## src/rtl/prog_sequencer.sv

```systemverilog
// prog_sequencer: launches a queue of PIMP programs from a start-address
// table, times each run, and aborts the queue through a watchdog.
// Ports:
//   CLK, Reset (sync, active high)
//   cfg_we/cfg_idx/cfg_addr : table write (honoured in IDLE/DONE only)
//   go/num_progs            : start a queue of num_progs entries from 0
//   core_start/core_start_addr/core_halt : core launch handshake
//   busy/all_done/cur_prog  : run status
//   stat_valid/stat_idx/stat_cycles/stat_timeout : per-program result
//   err_timeout             : sticky watchdog flag
module prog_sequencer #(
  parameter int NUM_PROGS  = 4,
  parameter int IDX_W      = 2,
  parameter int CNT_W      = 16,
  parameter logic [CNT_W-1:0] TIMEOUT = 16'hFFFF,
  parameter int START_HOLD = 2
) (
  input  logic             CLK,
  input  logic             Reset,
  input  logic             cfg_we,
  input  logic [IDX_W-1:0] cfg_idx,
  input  logic [7:0]       cfg_addr,
  input  logic             go,
  input  logic [IDX_W:0]   num_progs,
  output logic             core_start,
  output logic [7:0]       core_start_addr,
  input  logic             core_halt,
  output logic             busy,
  output logic             all_done,
  output logic [IDX_W-1:0] cur_prog,
  output logic             stat_valid,
  output logic [IDX_W-1:0] stat_idx,
  output logic [CNT_W-1:0] stat_cycles,
  output logic             stat_timeout,
  output logic             err_timeout
);

  localparam int HW = (START_HOLD > 1) ? $clog2(START_HOLD) : 1;
  localparam logic [HW-1:0] LAST_HOLD = HW'(START_HOLD - 1);
  localparam logic [IDX_W:0] MAX_PROGS = (IDX_W+1)'(NUM_PROGS);

  typedef enum logic [1:0] {
    IDLE,
    LAUNCH,
    RUN,
    DONE
  } state_t;

  state_t           state;
  logic [7:0]       tbl [NUM_PROGS];
  logic [IDX_W:0]   numProgsQ;
  logic [CNT_W-1:0] cnt;
  logic [HW-1:0]    holdCnt;

  logic [CNT_W-1:0] nextCnt;
  logic [IDX_W:0]   nextIdx;
  logic             moreProgs;
  logic             goOk;
  logic             cfgOpen;

  // Counter saturates so a huge TIMEOUT can never wrap past the compare.
  assign nextCnt   = (cnt == '1) ? cnt : cnt + 1'b1;
  assign nextIdx   = {1'b0, cur_prog} + 1'b1;
  assign moreProgs = nextIdx < numProgsQ;
  assign goOk      = (num_progs != '0) && (num_progs <= MAX_PROGS);
  assign cfgOpen   = (state == IDLE) || (state == DONE);

  always_ff @(posedge CLK) begin
    if (Reset) begin
      state           <= IDLE;
      for (int i = 0; i < NUM_PROGS; i++) tbl[i] <= 8'h00;
      numProgsQ       <= '0;
      cnt             <= '0;
      holdCnt         <= '0;
      core_start      <= 1'b0;
      core_start_addr <= 8'h00;
      busy            <= 1'b0;
      all_done        <= 1'b0;
      cur_prog        <= '0;
      stat_valid      <= 1'b0;
      stat_idx        <= '0;
      stat_cycles     <= '0;
      stat_timeout    <= 1'b0;
      err_timeout     <= 1'b0;
    end else begin
      stat_valid <= 1'b0;
      if (cfg_we && cfgOpen) tbl[cfg_idx] <= cfg_addr;

      case (state)
        IDLE, DONE: begin
          if (go) begin
            err_timeout <= 1'b0;
            numProgsQ   <= num_progs;
            if (goOk) begin
              cur_prog        <= '0;
              core_start_addr <= tbl[0];
              core_start      <= 1'b1;
              holdCnt         <= '0;
              cnt             <= '0;
              busy            <= 1'b1;
              all_done        <= 1'b0;
              state           <= LAUNCH;
            end else begin
              busy     <= 1'b0;
              all_done <= 1'b1;
              state    <= DONE;
            end
          end
        end

        LAUNCH: begin
          cnt <= '0;
          if (holdCnt == LAST_HOLD) begin
            core_start <= 1'b0;
            state      <= RUN;
          end else begin
            holdCnt <= holdCnt + 1'b1;
          end
        end

        RUN: begin
          cnt <= nextCnt;
          if (core_halt) begin
            stat_valid   <= 1'b1;
            stat_idx     <= cur_prog;
            stat_cycles  <= nextCnt;
            stat_timeout <= 1'b0;
            if (moreProgs) begin
              cur_prog        <= nextIdx[IDX_W-1:0];
              core_start_addr <= tbl[nextIdx[IDX_W-1:0]];
              core_start      <= 1'b1;
              holdCnt         <= '0;
              state           <= LAUNCH;
            end else begin
              busy     <= 1'b0;
              all_done <= 1'b1;
              state    <= DONE;
            end
          end else if (nextCnt == TIMEOUT) begin
            stat_valid   <= 1'b1;
            stat_idx     <= cur_prog;
            stat_cycles  <= TIMEOUT;
            stat_timeout <= 1'b1;
            err_timeout  <= 1'b1;
            busy         <= 1'b0;
            all_done     <= 1'b1;
            state        <= DONE;
          end
        end

        default: state <= IDLE;
      endcase
    end
  end

endmodule

```

## config.mk

```make
export PLATFORM = sky130hd
export DESIGN_NAME = prog_sequencer
export DESIGN_NICKNAME = d
export VERILOG_FILES = /design/src/rtl/prog_sequencer.sv
export SDC_FILE = /design/constraint.sdc
export NUM_CORES = 1
export LEC_CHECK = 0
export ABC_CLOCK_PERIOD_IN_PS = 2700
export CAP_MARGIN = 20
export CORE_ASPECT_RATIO = 2
export CORE_UTILIZATION = 49
export CTS_CLUSTER_SIZE = 14
export DETAILED_ROUTE_END_ITERATION = 8
export PLACE_DENSITY = 0.75
export SLEW_MARGIN = 30
export SYNTH_ARGS = -nofsm -noshare
export SYNTH_HDL_FRONTEND = slang
export SYNTH_SLANG_ARGS = --single-unit
```

## constraint.sdc

```tcl
create_clock -name CLK -period 2.7 [get_ports CLK]
set_clock_uncertainty 0.15 [all_clocks]
set_input_delay 0.54 -clock CLK [delete_from_list [all_inputs] [get_ports CLK]]
set_output_delay 0.54 -clock CLK [all_outputs]
set_load 0.01 [all_outputs]
```

==> results.ini <==
[finish]
antenna_cells=0
final_util_pct=65.7
area_growth_pct=30.0
layout_commonest_cell=buf_4
drive_gt1_share_pct=20.3
nets=578
layout_common_cells=58 x buf_4, 50 x dfxtp_1, 50 x clkdlybuf4s50_1

[place]
place.gp.congestion=1.00
port_buffers=51
dpl_worst_slack_ns=-0.0467
dp_hpwl_mm=9.20

[clock_tree]
worstSkewPairLatency_ns=0.34
clockRootBuffer=clkbuf_16
cts_max_path_buffers=2
path_clk_slew_ns=0.06
cts_buffers=9
htree_levels=3
cts_tree=yes
cts_sinks=88

[worst_setup_path]
endpoint_kind=register
worst_ep_arrival_time_ns=2.71
path_max_fanout=19
cp-startpoint=cnt[9]
path_class=reg -> reg
reg2reg_from=cnt[9]
crit_path_start_kind=register
cp.required_ns=2.80

[synthesis]
synthDistinctLibCells=62
synth_area_leader_cell=dfxtp_1
synth_edf_count=32
synthMuxAreaShare_pct=4.61
synth_area_mm2=0.00437
yosysSeqAreaShare_pct=47.6
ys_ff_latch=88
synth_xor_xnor_area_share_pct=1.80
yosysWarnings=0
synth_compound_area_share_pct=17.0
ys_async_sr_fraction_pct=0
synth-simple-area-share_pct=21.1
synth_area_leaders=dfxtp_1 26%, edfxtp_1 22%, and2_1 5.0%
synth_flop_cell=dfxtp_1
synth_top_area_share_pct=25.6
syn_avg_cell_area_um2=9.40
netlist_instances=465
syn_nets=490
synth_top_family_by_area=simple AND/OR/NAND/NOR gates
synth_adder_area_share_pct=2.00

[global_routing]
antenna_found_initial=0
gr-usage-all-layers_pct=28.3
overflow=0
grt_pass1_vias=3901
grt_pass1_wl_mm=18.9
grt_max_degree=44

[timing]
clock.fmax_mhz=383
period_needed_ns=2.61
hold_slack_ns=0.302
drv_slew=0
layout_setup_ws_ns=0.0900
slew_headroom_pct=67.5
worst_pin_slew_ns=0.484
period_share_pct=96.7
hold_viol=0
setup_viol=0

[die]
fp-row-count=48
coreArea_mm2=0.00865
io_pins=52
start_util_pct=50.5
die_area_mm2=0.00933
die_w_um=68.8
dieHeight_um=136

[drt]
drc=0
wire_per_inst_um=18.8
antenna_left=0
vias_per_cell=5.87
finalWirelength_mm=12.3
drt-pass1-iter-count=4
vias=3860
drt-initial-drc-count=237

[pwr]
power_density_mw_per_mm2=747
leakage_nw=2.08
max-vdd-ir-drop_mv=0.557
power_mw=4.25

[outcome]
outcome=finished clean

[min_path]
hp-class=reg -> reg
hp-start=stat_cycles[13]

[flow_run]
maxCapViolCount=0

[synth_stat cells, types with 2 or more instances]
master	number
or3_1	2
buf_6	2
a31o_2	2
mux2_2	9
a22oi_1	2
nand2b_1	10
a2bb2oi_1	2
nor2_1	41
and4_1	2
a21boi_0	2
xnor2_1	7
a221oi_1	16
o22ai_1	7
edfxtp_1	32
inv_1	28
o2bb2a_1	2
and2_1	35
nor3_1	12
ha_1	7
dfxtp_1	56
nand3b_1	2
a31oi_1	3
o21ai_0	9
nand4_1	4
a21oi_1	32
or2_2	2
and3_1	2
o211ai_1	9
buf_2	10
a211oi_1	3
nand3_1	13
clkbuf_1	19
mux2i_1	10
xor2_1	2
nor4_1	6
nand2_1	36
o21bai_1	2
[power breakdown]
part	internal, mW	switching [mW]	leakage [nW]
sequential	1.55	0.0796	0.790
clock	0.757	0.516	0.147
combinational	0.592	0.746	1.14
[worst max-delay path, cell delays in order (launching register included)]
cell      delay [ns]
dfxtp_1         0.37
buf_4           0.16
nand2_1         0.12
nor4_4          0.41
mux2i_2         0.15
nor4_1          0.19
buf_4           0.17
o2111a_2        0.25
o21ai_4         0.08
buf_12          0.17
a221oi_1        0.28
[path summary, 6_finish.rpt]
kind | to | slack, ns | cells after the start
worst max-delay path | stat_cycles[4] | 0.09 | 10
worst max register to register | stat_cycles[4] | 0.09 | 10
worst min register to register | stat_cycles[13] | 0.30 | 2
worst min-delay path | stat_cycles[13] | 0.30 | 2
[registers in the layout, summed over array words and instances, names as in the netlist, 2 cells and up]
register	flops
cnt	16
core_start_addr	8
cur_prog	2
numProgsQ	3
stat_cycles	16
stat_idx	2
state	2
tbl	32
[routing by layer]
layer	GRT usage, %	vias to the layer above	share of wire [%]
met1	25.4	1863	32
met2	51.9	102	58
met4	21.0	0	7.0
li1	-	1839	-
met3	5.39	56	3.1
met5	0	-	0
[kinds of logic after synthesis]
group	after synthesis
AOI/OAI and AO/OA	106
xor gates and xnor gates	9
adders and majority gates	7
buffers and inverters	61
DFF	88
muxes	19
and+or+nand+nor	175
[through the flow]
step	cell area, um^2	setup TNS (ns)	instances
after floorplan	4370	0	465
after global placement	5280	0	640
after detailed placement	5280	-0.529	640
after CTS	5600	0	657
after global routing	5680	-0.181	658
final	5680	0	658
[what timing repair did]
action / in CTS / in global routing
endpoints found under the setup margin: 18 / 18
pin swaps: 2 / 6
hold buffers: 0 / 0
gates resized for setup: 1 / 20
setup buffers: 1 / 1
[cell type report]
class                   instances  area, um^2
clock buffers                  12         250
clock inverters                 4        52.6
fillers                       725        2960
inverters                      28         105
multi-input cells             316        2100
flip-flops and latches         88        2090
well taps                     100         125
repair buffers                110         961
Note: power is estimated with default switching activity, not from simulation.
